<file path="src/rtl/fifo_pkg.sv">
// fifo_pkg: shared widths, pointer-advance helper and flag struct for sync_fifo_param
package fifo_pkg;
  typedef int unsigned ptr_idx_t;
  typedef struct packed {
    logic empty;
    logic full;
    logic almost_empty;
    logic almost_full;
  } fifo_flags_t;
  function automatic int ptr_w(input int depth);
    return (depth > 1) ? $clog2(depth) : 1;
  endfunction
  function automatic int cnt_w(input int depth);
    return $clog2(depth + 1);
  endfunction
  // Explicit wrap so non-power-of-two depths never index past DEPTH-1
  function automatic ptr_idx_t ptr_adv(input ptr_idx_t p, input ptr_idx_t depth);
    return (p == depth - 1) ? 0 : p + 1;
  endfunction
endpackage

</file>
<file path="src/rtl/fifo_mem.sv">
// fifo_mem: WIDTH x DEPTH register array, one write port, one registered read port
//   clk/reset : clock, sync active-high reset (clears rdata only, not the array)
//   we/waddr/wdata : write port
//   re/raddr/rdata : read port, rdata updates on re and holds otherwise
module fifo_mem import fifo_pkg::*; #(
  parameter int WIDTH = 32,
  parameter int DEPTH = 8,
  parameter int AW = ptr_w(DEPTH)
) (
  input  logic             clk,
  input  logic             reset,
  input  logic             we,
  input  logic [AW-1:0]    waddr,
  input  logic [WIDTH-1:0] wdata,
  input  logic             re,
  input  logic [AW-1:0]    raddr,
  output logic [WIDTH-1:0] rdata
);
  logic [WIDTH-1:0] mem [DEPTH];
  always_ff @(posedge clk)
    if (we) mem[waddr] <= wdata;
  always_ff @(posedge clk)
    rdata <= reset ? '0 : re ? mem[raddr] : rdata;
endmodule

</file>
<file path="src/rtl/sync_fifo_param.sv">
// sync_fifo_param: parametrised single-clock FIFO with count, threshold flags and sticky errors
//   inputs : clk, reset (sync, active-high), write/data_in, read, clear_err
//   outputs: data_out/rd_valid (registered read), empty, full, almost_empty,
//            almost_full, count, overflow, underflow (sticky)
//   define SYNC_FIFO_PARAM_ASSERTIONS_EN to compile the embedded protocol assertions
module sync_fifo_param import fifo_pkg::*; #(
  parameter int WIDTH    = 32,
  parameter int DEPTH    = 8,
  parameter int AF_LEVEL = DEPTH - 1,
  parameter int AE_LEVEL = 1
) (
  input  logic                      clk,
  input  logic                      reset,
  input  logic                      write,
  input  logic [WIDTH-1:0]          data_in,
  input  logic                      read,
  input  logic                      clear_err,
  output logic [WIDTH-1:0]          data_out,
  output logic                      rd_valid,
  output logic                      empty,
  output logic                      full,
  output logic                      almost_empty,
  output logic                      almost_full,
  output logic [cnt_w(DEPTH)-1:0]   count,
  output logic                      overflow,
  output logic                      underflow
);
  localparam int PW = ptr_w(DEPTH);
  localparam int CW = cnt_w(DEPTH);
  logic [PW-1:0] wr_ptr, rd_ptr;
  logic valid_read, valid_write;
  fifo_flags_t flags;
  assign valid_read  = read && !flags.empty;
  assign valid_write = write && (!flags.full || read);
  always_comb begin
    flags.empty        = count == '0;
    flags.full         = count == CW'(DEPTH);
    flags.almost_empty = count <= CW'(AE_LEVEL);
    flags.almost_full  = count >= CW'(AF_LEVEL);
  end
  assign empty        = flags.empty;
  assign full         = flags.full;
  assign almost_empty = flags.almost_empty;
  assign almost_full  = flags.almost_full;
  // Reset outranks requests, so nothing reaches the array on a reset edge
  fifo_mem #(.WIDTH(WIDTH), .DEPTH(DEPTH), .AW(PW)) u_mem (
    .clk   (clk),
    .reset (reset),
    .we    (valid_write && !reset),
    .waddr (wr_ptr),
    .wdata (data_in),
    .re    (valid_read && !reset),
    .raddr (rd_ptr),
    .rdata (data_out)
  );
  always_ff @(posedge clk)
    if (reset) begin
      wr_ptr    <= '0;
      rd_ptr    <= '0;
      count     <= '0;
      rd_valid  <= 1'b0;
      overflow  <= 1'b0;
      underflow <= 1'b0;
    end else begin
      if (valid_write) wr_ptr <= PW'(ptr_adv(ptr_idx_t'(wr_ptr), DEPTH));
      if (valid_read) rd_ptr <= PW'(ptr_adv(ptr_idx_t'(rd_ptr), DEPTH));
      count     <= (valid_write && !valid_read) ? count + CW'(1) :
                   (valid_read && !valid_write) ? count - CW'(1) : count;
      rd_valid  <= valid_read;
      // Set wins over clear_err in the same cycle
      overflow  <= (write && !valid_write) || (overflow && !clear_err);
      underflow <= (read && !valid_read) || (underflow && !clear_err);
    end
`ifdef SYNC_FIFO_PARAM_ASSERTIONS_EN
  a_go_empty: assert property (@(posedge clk) disable iff (reset)
    (count == CW'(1) && valid_read && !valid_write) |=> empty);
  a_go_full: assert property (@(posedge clk) disable iff (reset)
    (count == CW'(DEPTH - 1) && valid_write && !valid_read) |=> full);
  a_not_empty: assert property (@(posedge clk) disable iff (reset)
    (count > '0) |-> !empty);
  a_not_full: assert property (@(posedge clk) disable iff (reset)
    (count < CW'(DEPTH)) |-> !full);
  a_ptr_diff: assert property (@(posedge clk) disable iff (reset)
    (!empty && !full) |-> (wr_ptr != rd_ptr));
  a_count_max: assert property (@(posedge clk) disable iff (reset)
    count <= CW'(DEPTH));
  a_rd_valid: assert property (@(posedge clk) disable iff (reset)
    rd_valid |-> $past(valid_read));
`else
`endif
endmodule

</file>
<file path="config.mk">
export PLATFORM = sky130hd
export DESIGN_NAME = sync_fifo_param
export DESIGN_NICKNAME = d
export VERILOG_FILES = /design/src/rtl/fifo_pkg.sv /design/src/rtl/fifo_mem.sv /design/src/rtl/sync_fifo_param.sv
export SDC_FILE = /design/constraint.sdc
export NUM_CORES = 1
export LEC_CHECK = 0
export ABC_AREA = 1
export BUFFER_PORTS_ARGS = -buffer_cell sky130_fd_sc_hd__buf_2
export CORE_ASPECT_RATIO = 1.4
export CORE_MARGIN = 2
export CORE_UTILIZATION = 65
export DETAILED_ROUTE_END_ITERATION = 10
export GPL_ROUTABILITY_DRIVEN = 0
export PLACE_DENSITY = 0.85
export REMOVE_ABC_BUFFERS = 1
export SLEW_MARGIN = 20
export SYNTH_ARGS = -nofsm -noshare
export SYNTH_HDL_FRONTEND = slang
export SYNTH_HIERARCHICAL = 1
export SYNTH_SLANG_ARGS = --single-unit
</file>
<file path="constraint.sdc">
create_clock -name clk -period 5.7 [get_ports clk]
set_input_delay 1.14 -clock clk [delete_from_list [all_inputs] [get_ports clk]]
set_output_delay 1.14 -clock clk [all_outputs]
set_load 0.05 [all_outputs]
</file>
==> results of run 1 <==
cells in the final DEF (no fill, tap or decap), drive strengths merged, types with 8 or more instances in the layout:
cell	n
a21oi	36
buf	90
clkbuf	37
clkinv	8
dfxtp	45
edfxtp	256
ha	9
inv	276
nand2	314
nand3	197
nor2	26
o21ai	39
metal layers:
layer	track usage (%)	up-vias	wire, microns
li1	-	4157	-
met1	31.5	4139	9720
met2	49.8	463	15400
met3	3.53	61	2100
met4	10.2	0	742
met5	0	-	0
state kept, by name, indices dropped and copies added, names as in the netlist:
name	flops
rd_ptr	3
rd_valid	1
u_mem/rdata	32
underflow	1
wr_ptr	3
overflow	1
count	4
u_mem/mem	256
through the flow:
step           cell area [sq um]  setup WS (ns)
2_1_floorplan              12500           1.13
3_3_place_gp               13300           2.54
3_5_place_dp               13300           2.44
4_1_cts                    14200           2.73
5_1_grt                    14400           2.47
6_report                   14400           2.67
worst min-delay path, delay by kind of cell (launching register included):
family / cells / cell delay (ns)
AO/OA/AOI/OAI: 1 / 0.05
AND/OR/NAND/NOR: 1 / 0.06
flip-flops: 1 / 0.31
kinds of logic after synthesis:
kind of cell | count (synthesis)
AOI/OAI and AO/OA | 77
xor gates and xnor gates | 1
adders and majority gates | 9
buffers and inverters | 336
DFF | 301
and+or+nand+nor | 541
cell type report:
cell class,count,area (sq um),share of cell area [%]
clock inverter,12,193,1.34
inverter,278,1040,7.28
multi-input combinational,628,2910,20.3
clock buffer,37,743,5.18
timing repair buffer,90,558,3.89
tap,248,310,2.16
sequential,301,8590,59.9
path summary, 6_finish.rpt:
path	startpoint	depth (start not counted)	end	slack, ns
min reg2reg	underflow	2	underflow	0.47
min	underflow	2	underflow	0.47
max	rd_ptr[0]	7	u_mem/rdata[23]	2.67
max reg2reg	rd_ptr[0]	7	u_mem/rdata[23]	2.67
power groups by stage:
stage	Clock (W)	Combinational, W	Sequential, W
6_report	0.00190	0.00164	0.00262
4_1_cts	0.00191	0.00162	0.00262
3_5_place_dp	0	0.00160	0.00267
2_1_floorplan	0	0.000845	0.00296
3_3_place_gp	0	0.00155	0.00266
5_1_grt	0.00199	0.00179	0.00263
==> summary.md, run 1 <==
The via count normalized by instance count was 5.53; the maximum clock frequency was 0.331 GHz. The synthesized-area fraction occupied by and/or/nand/nor cells works out to 18.3%. Counting along the longest clock path gives a buffer depth of 3. The run gives 1,372 as the final-stage net count. In the final routed layout, each cell accounts on average for 17.5 microns. The number of antenna violations at the first check in global routing is 0, and the compound-cell area share of the yosys netlist is 3.06%.

Number of global-route vias before repair: 8,812. The power per cell area is 430 mW/mm^2, and the maximum cell stage delay along the critical path is 0.85 ns. The first routing iteration left 1,191 violations.

The required time at the endpoint of the critical path was 6.16 ns. TritonCTS built the clock tree. The synthesized netlist devotes 0.884% of its cell area to adder and majority cells.

For the area of the mapped netlist, the log shows 0.0127 sq mm. Clock skew on the completed layout was measured at 0.0111 ns. In this run the biggest area consumer among cell types represents 60.3% of the synthesized area. At the pin with the least slew margin, the transition time is 1.12 ns. The tools report the area of the core as 0.0192 sq mm. The initial core utilization was 66.3%. The hold buffer count at cts was 0; the total power consumption of the routed design was 0.00616 W. The part of the total power dissipated in the clock network was 30.8%. Slowest library cell on the worst path: sky130_fd_sc_hd__clkinv_2. The multiplexer share of the synthesized area was 0%; the total of max-cap violations was 0.

By count the netlist is led by 309 x sky130_fd_sc_hd__nand2_1, 275 x sky130_fd_sc_hd__inv_1, 256 x sky130_fd_sc_hd__edfxtp_1. Once detail routing completed, the nets flagged for antenna violations numbered 0. The first detailed-routing pass ran for 6 iterations. The synthesized design contains 256 enable-type register cells. The share of total power dissipated in sequential elements is 42.5%. For the aggregate negative setup slack, the log shows 0 ns. IR analysis of the VDD net gives a maximum drop of 0.377 mV. Post-route DRC violation count: 0. The average cell area after synthesis is 10.1 sq um, and the final wirelength is 27.9 mm. Buffers inserted during post-CTS setup optimization: 0. The run gives 43.0 mm as the first-pass GRT wire length. The worst hold slack across all endpoints is 0.470 ns, and the sequential-to-total area share from yosys stat is 67.4%. The most instantiated flip-flop cell in the synthesis netlist was sky130_fd_sc_hd__edfxtp_1. The biggest area contributor in the post-synthesis netlist is sky130_fd_sc_hd__edfxtp_1. Headroom to the max-slew limit came out at 25.3%. Counting I/O delays and the setup requirement, the final critical path takes 3.03 ns. The floorplan die height came out at 170 microns. Setup repair after global routing left no endpoint under its margin. For the remaining global-route overflow, the log shows 0.

Global routing used 26.9% of the available tracks. The flow ran to the end, and the final reports show no timing, DRC or antenna violations. The cell count after synthesis came out at 1,265. The peak fanout along the critical path works out to 67. In this run, the combinational gates consume 26.7% of the power.

The clock buffer count from CTS is 27. The clock tree root buffer cell was sky130_fd_sc_hd__clkbuf_16. For the maximum number of pins on one net before global-route repair, the log shows 82.

By area the synthesized netlist is led by sky130_fd_sc_hd__edfxtp_1 60%, sky130_fd_sc_hd__nand2_1 9.1%, sky130_fd_sc_hd__inv_1 8.1%. Yosys printed 6 warnings. The clock input transition at the sequential cells of the worst setup and hold paths was 0.07 ns.

The tools report the unique cell type count in the Yosys netlist as 23. The type of the worst min-delay path is reg2reg. Once the clock tree was built, the resizer swapped 0 gates to a different size. The tools report the critical path launch point type as a register. Walking the worst path, the cells encountered are clkinv_2, buf_4, nand2_1, nand3_1, nand3_1, nand2_1, a21oi_1. For this design the total switching power over the nets is 0.00208 W. Across all layers, the routed design uses 8,820 vias. Total placed cells including tap cells: 1,541. In the post-synthesis netlist, the cell with the most instances is sky130_fd_sc_hd__nand2_1.

The final cycle utilization of the critical path was 53.1%. The area enclosed by the die boundary was 0.0208 sq mm. The final cell count without fillers was 1,594. The worst setup path is captured at a register. The kind of cell with the highest combined delay along the critical path is buffers and inverters.

The internal portion of the total power is 0.00408 W. Layout-stage area growth over the synthesis result: 12.6%. The worst setup path is of the reg2reg kind. The final count of hold timing violations came out at 0.

Summing the areas of all xor and xnor instances in the mapped netlist gives 0.0687% of the synthesized area. The tools report the number of diodes added for antenna fixing as 0. By area, the combinational part of the netlist is dominated by simple AND/OR/NAND/NOR gates.

Post-synthesis async set-or-reset flop share: 0%. The filler cells instantiated in the layout total 1,177. In this run the static leakage power is 6.43 nW. The logs give 0.53 ns for the clock network latency to the later pin of the worst-skew pair and 14.8 mm for the detailed placement HPWL.

Setup violations remaining at the end of the flow were counted as 0. The number of levels in the clock H-tree was 1; the count of buffering cells on the critical path with inverters included was 2. The final number of max-transition violations is 0, and the fraction of power spent switching nets is 33.8%.

The final standard cell utilization of the core was 74.7%; the number of buffers added on ports was 79. The floorplan has 60 rows. Data on the critical path arrives at its endpoint at 3.49 ns. The fraction of layout cells with a size suffix above 1 works out to 11.4%. CTS saw 301 sinks. The register bit count reported by yosys is 301, and the width of the chip is 122 microns. Pin placement for this block handled 80 I/O pins.
Power figures use the tool's default switching activity.
==> run 2, diff against run 1 <==
--- a/config.mk
+++ b/config.mk
@@ -9,10 +9,10 @@
 export BUFFER_PORTS_ARGS = -buffer_cell sky130_fd_sc_hd__buf_2
 export CORE_ASPECT_RATIO = 1.4
 export CORE_MARGIN = 2
-export CORE_UTILIZATION = 65
+export CORE_UTILIZATION = 60
 export DETAILED_ROUTE_END_ITERATION = 10
 export GPL_ROUTABILITY_DRIVEN = 0
-export PLACE_DENSITY = 0.85
+export PLACE_DENSITY = 0.79
 export REMOVE_ABC_BUFFERS = 1
 export SLEW_MARGIN = 20
 export SYNTH_ARGS = -nofsm -noshare
==> constraint.sdc (replaced) <==
create_clock -name clk -period 2.81 [get_ports clk]
set_input_delay 0.562 -clock clk [delete_from_list [all_inputs] [get_ports clk]]
set_output_delay 0.562 -clock clk [all_outputs]
set_load 0.05 [all_outputs]
==> run 2 against run 1 <==
Via count decreased by 1.1%. First-iteration DRC count fell by 25%. Combinational power rose by 110%. Sequential share of layout area decreased by 0.099 points. Fmax rose by 33%. Critical path depth grew 3. Sequential power rose by 100%. Design area rose by 0.17%. Critical path type unchanged. Highest routed layer unchanged.
==> summary.md, run 2 (synthesis gave the netlist of run 1 again) <==
The flow ran to the end, and the final reports show no timing, DRC or antenna violations. The tools report the leakage power of the design as 6.46 nW (+0.49%). The library cells used most frequently in the layout, excluding fill and tap cells, are 309 x sky130_fd_sc_hd__nand2_1, 275 x sky130_fd_sc_hd__inv_1, 256 x sky130_fd_sc_hd__edfxtp_1, 197 x sky130_fd_sc_hd__nand3_1, 79 x sky130_fd_sc_hd__buf_2. Final cell count without fillers: 1,618 (+1.5%).

Final-stage net count: 1,384 (+0.87%). The logs give 0.0126 ns (+0.00144 ns) for the final clock skew and 2.99 ns (-3.17 ns) for the required time at the endpoint of the critical path. The post-route DRC violation count is 0 (unchanged). For the site row count, the log shows 63 (+5.0%).

The tools report the number of gates resized after CTS as 0 (unchanged). TritonCTS built the clock tree. Flip-flop count of the largest register, all copies and words added: 256 (unchanged). The first-pass GRT wire length is 43.4 mm (+1.1%), and the number of antenna violations at the first check in global routing is 1 (+1). For the sink count of the clock tree, the log shows 301 (unchanged). In the final layout, the registers with the most flip-flops are u_mem/mem x256, u_mem/rdata x32, count x4. The final cycle utilization of the critical path was 81.1% (+28 points); the power per cell area was 855 mW/mm^2 (+99%). The logs give 0 (unchanged) for the final number of max-transition violations and 0.0144 sq mm (+0.17%) for the finished layout cell area. The critical path is of the reg2reg type.

The tools report the number of top-level design ports as 80 (unchanged). Relative to the synthesized area, the layout overhead comes to 12.8%. Width of the chip: 127 microns (+4.0%). The mean routed wirelength per cell is 16.8 microns (-3.8%).

Clock tree root buffer cell: sky130_fd_sc_hd__clkbuf_16. The final count of hold timing violations was 0 (unchanged). The path class of the tightest hold or removal check is in2reg.

The number of global-route vias before repair is 8,859 (+0.53%), and the area enclosed by the die boundary is 0.0224 sq mm (+8.1%). The maximum clock frequency is 0.439 GHz (+33%). The tools report the multi-input logic area as 0.00291 sq mm (unchanged). The floorplan die height is 176 microns (+4.0%). For the area of the core, the log shows 0.0210 sq mm (+9.5%).

The via count normalized by instance count was 5.39 (-2.5%); the number of buffers added on ports was 79 (unchanged). Pin slew with the least headroom to its limit: 1.03 ns (-0.0892 ns). The register bank with the most flops was u_mem/mem.

The total of max-cap violations was 0 (unchanged); the final wirelength was 27.3 mm (-2.3%). The tools report the initial core utilization as 60.5% (-5.8 points). Combined flip-flop and latch cell area: 0.00859 sq mm (unchanged).

Number of fill cells in the layout: 1,468 (+25%). The tools report the total vias in the final route as 8,725 (-1.1%). Setup repair after global routing left no endpoint under its margin.

The first-pass iteration count of the detailed router was 7 (+1). The number of levels in the clock H-tree is 1 (unchanged). The critical path arrival is 2.45 ns (-1.04 ns). Minimum period implied by the final worst setup slack: 2.28 ns (-0.746 ns). The tools report the clock network latency to the later pin of the worst-skew pair as 0.52 ns (about the same). The maximum root-to-sink buffer count is 3 (unchanged), and the fraction of layout cells with a size suffix above 1 is 12.1% (+0.72 points). The tools report the remaining global-route overflow as 0 (unchanged). The tools report the worst slew margin relative to its limit as 31.4% (+6.1 points). The tools report the count of routing violations after the opening detailed-route iteration as 888 (-25%). The total placed cells including tap cells was 1,569 (+1.8%). Leaving out fill and tap cells, the most frequent cell in the layout is sky130_fd_sc_hd__nand2_1. Worst setup slack for register-to-register paths: 0.53 ns (-2.14 ns). The run gives 0 (unchanged) as the count of nets left with antenna violations after detail routing. The clock input transition at the sequential cells of the worst setup and hold paths was 0.07 ns (about the same); the peak fanout along the critical path was 21 (-69%). The worst setup path is captured at a register. The clock buffer count from CTS came out at 27 (unchanged). The hold buffer count at cts was 0 (unchanged).

The worst hold slack across all endpoints came out at 0.303 ns (-0.167 ns). The run gives 0.697 mV (+85%) as the maximum vdd ir drop. The number of endpoints failing setup at the final stage was 0 (unchanged); the global-route usage over all layers was 24.8% (-2.2 points). The maximum number of pins on one net before global-route repair was 93 (+13%); the buffers inserted during post-CTS setup optimization was 0 (unchanged). For the placed instance area, the log shows 0.0135 sq mm (+1.5%). STA classifies the critical path startpoint as a register. The run gives 15.6 mm (+5.3%) as the detailed placement HPWL.
[run 2: changes by cell type in the layout (fill, tap and decap cells not counted), sizes merged]
cell	change
clkbuf	+2
inv	+1
buf	+12
clkinv	-1
bufinv	-3
diode	+1
[run 2: cell type report]
class | count | area share (%)
sequential | 301 | 59.8
timing repair buffer | 102 | 4.39
clock buffer | 39 | 5.36
tap | 260 | 2.26
multi-input combinational | 628 | 20.2
clock inverter | 9 | 0.688
antenna | 1 | 0.0174
inverter | 278 | 7.27
[run 2: stage by stage]
stage	total power, W	setup TNS (ns)	setup WS, ns	util [%]
after floorplan	0.00773	-230.82	-1.76	-
after global placement	0.00862	0	0.611	64.2
after detailed placement	0.00873	0	0.554	64.2
after CTS	0.0123	0	0.534	68.3
after global routing	0.0128	0	0.386	68.3
final	0.0123	0	0.531	68.3
[run 2: layer usage]
layer / routed length, microns / share of wire (%) / track usage (%) / up-vias
met1: 10200 / 37 / 28.7 / 4174
met2: 14800 / 54 / 47.1 / 312
met3: 1670 / 6.1 / 3.18 / 53
met5: 0 / 0 / 0 / -
li1: - / - / - / 4186
met4: 622 / 2.3 / 8.15 / 0
[run 2: critical path, stage by stage (launching register included)]
cell and delay [ns]:
sky130_fd_sc_hd__dfxtp_1 0.41, sky130_fd_sc_hd__inv_1 0.12, sky130_fd_sc_hd__ha_1 0.24, sky130_fd_sc_hd__nand2_2 0.09, sky130_fd_sc_hd__nor2_4 0.05, sky130_fd_sc_hd__nand2_4 0.08
sky130_fd_sc_hd__nand2_4 0.05, sky130_fd_sc_hd__nor2_2 0.11, sky130_fd_sc_hd__nand2_1 0.23, sky130_fd_sc_hd__nor2_4 0.16, sky130_fd_sc_hd__buf_4 0.38
[run 2: where the power goes]
group          internal, W  total (W)  switching (W)
logic             0.000894    0.00338        0.00249
registers          0.00510    0.00529       0.000185
clock network      0.00208    0.00362        0.00153
[run 2: path summary, 6_finish.rpt]
check	startpoint	to	depth (start not counted)
min reg2reg	underflow	underflow	2
max	count[0]	u_mem/mem[6][21]	10
min	data_in[31]	u_mem/mem[6][31]	1
max reg2reg	count[0]	u_mem/mem[6][21]	10
==> run 3, diff against run 2 <==
==> constraint.sdc (replaced) <==
create_clock -name clk -period 2.3 [get_ports clk]
set_input_delay 0.46 -clock clk [delete_from_list [all_inputs] [get_ports clk]]
set_output_delay 0.46 -clock clk [all_outputs]
set_load 0.05 [all_outputs]
==> run 3 against run 2 <==
Register-to-register slack worse by 0.48 ns. Design area up 1.4%. Final cell count about the same. Die area unchanged. Non-clock buffer count unchanged. Global-route usage up 0.76 points. Setup slack worse by 0.48 ns. Count of clock-buffer cells in the layout down 9.
==> summary.md, run 3 (synthesis gave the netlist of run 1 again) <==
The flow ran to the end, and the final reports show no timing, DRC or antenna violations. In this run the most critical hold path is launched from data_in[15]. The maximum vdd ir drop is 1.16 mV (+67%).

The logs give 0 (unchanged) for the count of nets left with antenna violations after detail routing and 2.46 ns (about the same) for the critical path arrival. The number of levels in the clock H-tree is 1 (unchanged). The run gives 0 (unchanged) as the hold buffer count at cts. The buffers inserted during post-CTS setup optimization is 0 (unchanged), and the finished layout cell area is 0.0146 sq mm (+1.4%). The multi-input logic area is 0.00291 sq mm (unchanged), and the maximum root-to-sink buffer count is 3 (unchanged).

The required time at the endpoint of the critical path was 2.51 ns (-0.48 ns). The clock network latency to the later pin of the worst-skew pair came out at 0.54 ns (+0.02 ns). The run gives 8,831 (+1.2%) as the total vias in the final route. The minimum period implied by the final worst setup slack was 2.25 ns (-0.0339 ns); the number of global-route vias before repair was 9,074 (+2.4%). Worst slew margin relative to its limit: 58.5% (+27 points). STA classifies the critical path startpoint as a register. The final standard cell utilization of the core was 69.3% (+0.97 points); the mean routed wirelength per cell was 17.3 microns (+2.4%). The pre-CTS worst setup slack was 0.0904 ns (-0.463 ns).

The tools report the maximum number of pins on one net before global-route repair as 132 (+42%). The run gives 0 (unchanged) as the final number of max-transition violations. The critical path is of the reg2reg type. The tools report the endpoint kind of the worst setup timing path as a register. The final count of hold timing violations was 0 (unchanged); the fraction of layout cells with a size suffix above 1 was 12.1% (about the same).

The final clock skew was 0.0129 ns (+0.000374 ns). The placed instance area is 0.0137 sq mm (+1.1%). The number of gates resized after CTS was 0 (unchanged).

The startpoint identified for the worst register-to-register timing path is count[0]. Final setup slack of the worst path: 0.0550 ns (-0.476 ns). Worst flop-to-flop path endpoint: u_mem/mem[1][20].

Global-route usage over all layers: 25.5% (+0.76 points). The library cells used most frequently in the layout, excluding fill and tap cells, are 309 x sky130_fd_sc_hd__nand2_1, 275 x sky130_fd_sc_hd__inv_1, 256 x sky130_fd_sc_hd__edfxtp_1, 197 x sky130_fd_sc_hd__nand3_1, 79 x sky130_fd_sc_hd__buf_2. Setup repair after global routing could not meet its margin everywhere. The total power consumption of the routed design is 0.0154 W (+25%). The run gives 60.5% (unchanged) as the initial core utilization.

The clock input transition at the sequential cells of the worst setup and hold paths is 0.06 ns (about the same). The sink count of the clock tree was 301 (unchanged); the remaining global-route overflow was 0 (unchanged). The hold-critical path depth is 1 (unchanged), and the detailed placement HPWL is 16.0 mm (+2.2%).

The final cycle utilization of the critical path was 97.6% (+17 points). The leakage power of the design came out at 6.53 nW (+1.1%). The tools report the first-pass GRT wire length as 44.5 mm (+2.5%). Leaving out fill and tap cells, the most frequent cell in the layout is sky130_fd_sc_hd__nand2_1.

Layout-stage area growth over the synthesis result: 14.4%. Clock tree synthesis selected as its root buffer the cell sky130_fd_sc_hd__clkbuf_16. The tools report the site row count as 63 (unchanged). Width of the chip: 127 microns (unchanged). The peak fanout along the critical path came out at 32 (+52%). TritonCTS built the clock tree. The number of cell instances on the worst register-to-register path was 10 (unchanged). The tools report the first-pass iteration count of the detailed router as 6 (-1). The number of fill cells in the layout is 1,418 (-3.4%), and the maximum clock frequency is 0.445 GHz (+1.5%). Count of routing violations after the opening detailed-route iteration: 1,037 (+17%). The post-route DRC violation count was 0 (unchanged).

The total of max-cap violations is 0 (unchanged), and the flip-flop count of the largest register, all copies and words added is 256 (unchanged). Pin slew with the least headroom to its limit: 0.623 ns (-0.406 ns). The final-stage net count was 1,384 (unchanged). The number of endpoints failing setup at the final stage came out at 0 (unchanged).

The run gives 0.05 ns (-0.48 ns) as the worst setup slack for register-to-register paths. The number of buffers added on ports was 79 (unchanged); the combined flip-flop and latch cell area was 0.00859 sq mm (unchanged). The area enclosed by the die boundary was 0.0224 sq mm (unchanged). The clock buffer count from CTS was 27 (unchanged). The via count normalized by instance count is 5.45 (+1.2%). For hold timing, the worst endpoint is u_mem/mem[6][15]. The floorplan die height was 176 microns (unchanged); the power per cell area was 1060 mW/mm^2 (+24%). For the final wirelength, the log shows 27.9 mm (+2.5%). In the final layout, the registers with the most flip-flops are u_mem/mem x256, u_mem/rdata x32, count x4. The number of antenna violations at the first check in global routing came out at 1 (unchanged). The register bank with the most flops is u_mem/mem. The number of top-level design ports was 80 (unchanged). The worst hold path belongs to the class in2reg. The run gives 0.0210 sq mm (unchanged) as the area of the core.
[run 3: worst max-delay path by stage]
stage          startpoint          endpoint  slack [ns]  cells after the start
2_1_floorplan   rd_ptr[0]   u_mem/rdata[30]       -2.27                      6
3_3_place_gp     count[0]  u_mem/mem[1][26]        0.16                     10
3_5_place_dp     count[0]  u_mem/mem[1][17]        0.09                     10
4_1_cts          count[0]  u_mem/mem[1][21]        0.08                     10
5_1_grt          count[0]   u_mem/mem[1][2]       -0.05                     10
6_report         count[0]  u_mem/mem[1][20]        0.05                     10
[run 3: critical path: stages (launching register included)]
cell                      delay [ns]
sky130_fd_sc_hd__dfxtp_1        0.42
sky130_fd_sc_hd__inv_1          0.12
sky130_fd_sc_hd__ha_1           0.25
sky130_fd_sc_hd__nand2_2        0.09
sky130_fd_sc_hd__nor2_4         0.05
sky130_fd_sc_hd__nand2_4        0.09
sky130_fd_sc_hd__nand2_4        0.06
sky130_fd_sc_hd__nor2_2         0.12
sky130_fd_sc_hd__nand2_1        0.25
sky130_fd_sc_hd__nor2_4         0.21
sky130_fd_sc_hd__buf_12         0.26
[run 3: metrics by stage]
stage / instances / hold slack, ns / setup TNS [ns]
after floorplan: 1207 / 0.488 / -379.44
after global placement: 1569 / 0.468 / 0
after detailed placement: 1569 / 0.473 / 0
after CTS: 1618 / 0.170 / 0
after global routing: 1618 / 0.190 / -3.11
final: 1619 / 0.188 / 0
[run 3: final cells by class]
| type | count | share of cell area, % |
|---|---|---|
| multi-input cells | 628 | 20.0 |
| repair buffers | 102 | 5.36 |
| inverters | 278 | 7.17 |
| clock buffers | 30 | 4.71 |
| well taps | 260 | 2.23 |
| flip-flops and latches | 301 | 58.9 |
| diodes | 1 | 0.0172 |
| clock inverters | 19 | 1.62 |
[run 3: report_power, final]
group | switching, W | total (W) | leakage (nW) | internal [W]
Sequential | 0.000177 | 0.00641 | 2.68 | 0.00624
Combinational | 0.00310 | 0.00428 | 3.39 | 0.00118
Clock | 0.00189 | 0.00470 | 0.456 | 0.00281
Total | 0.00517 | 0.0154 | 6.53 | 0.0102
[run 3: routing by layer]
metal  up-vias  GRT usage, %  part of all wire (%)
met5         -             0                     0
met4         0          10.6                   3.1
met3        66          3.70                   5.9
met2       352          47.3                    54
met1      4221          29.5                    37
li1       4192             -                     -
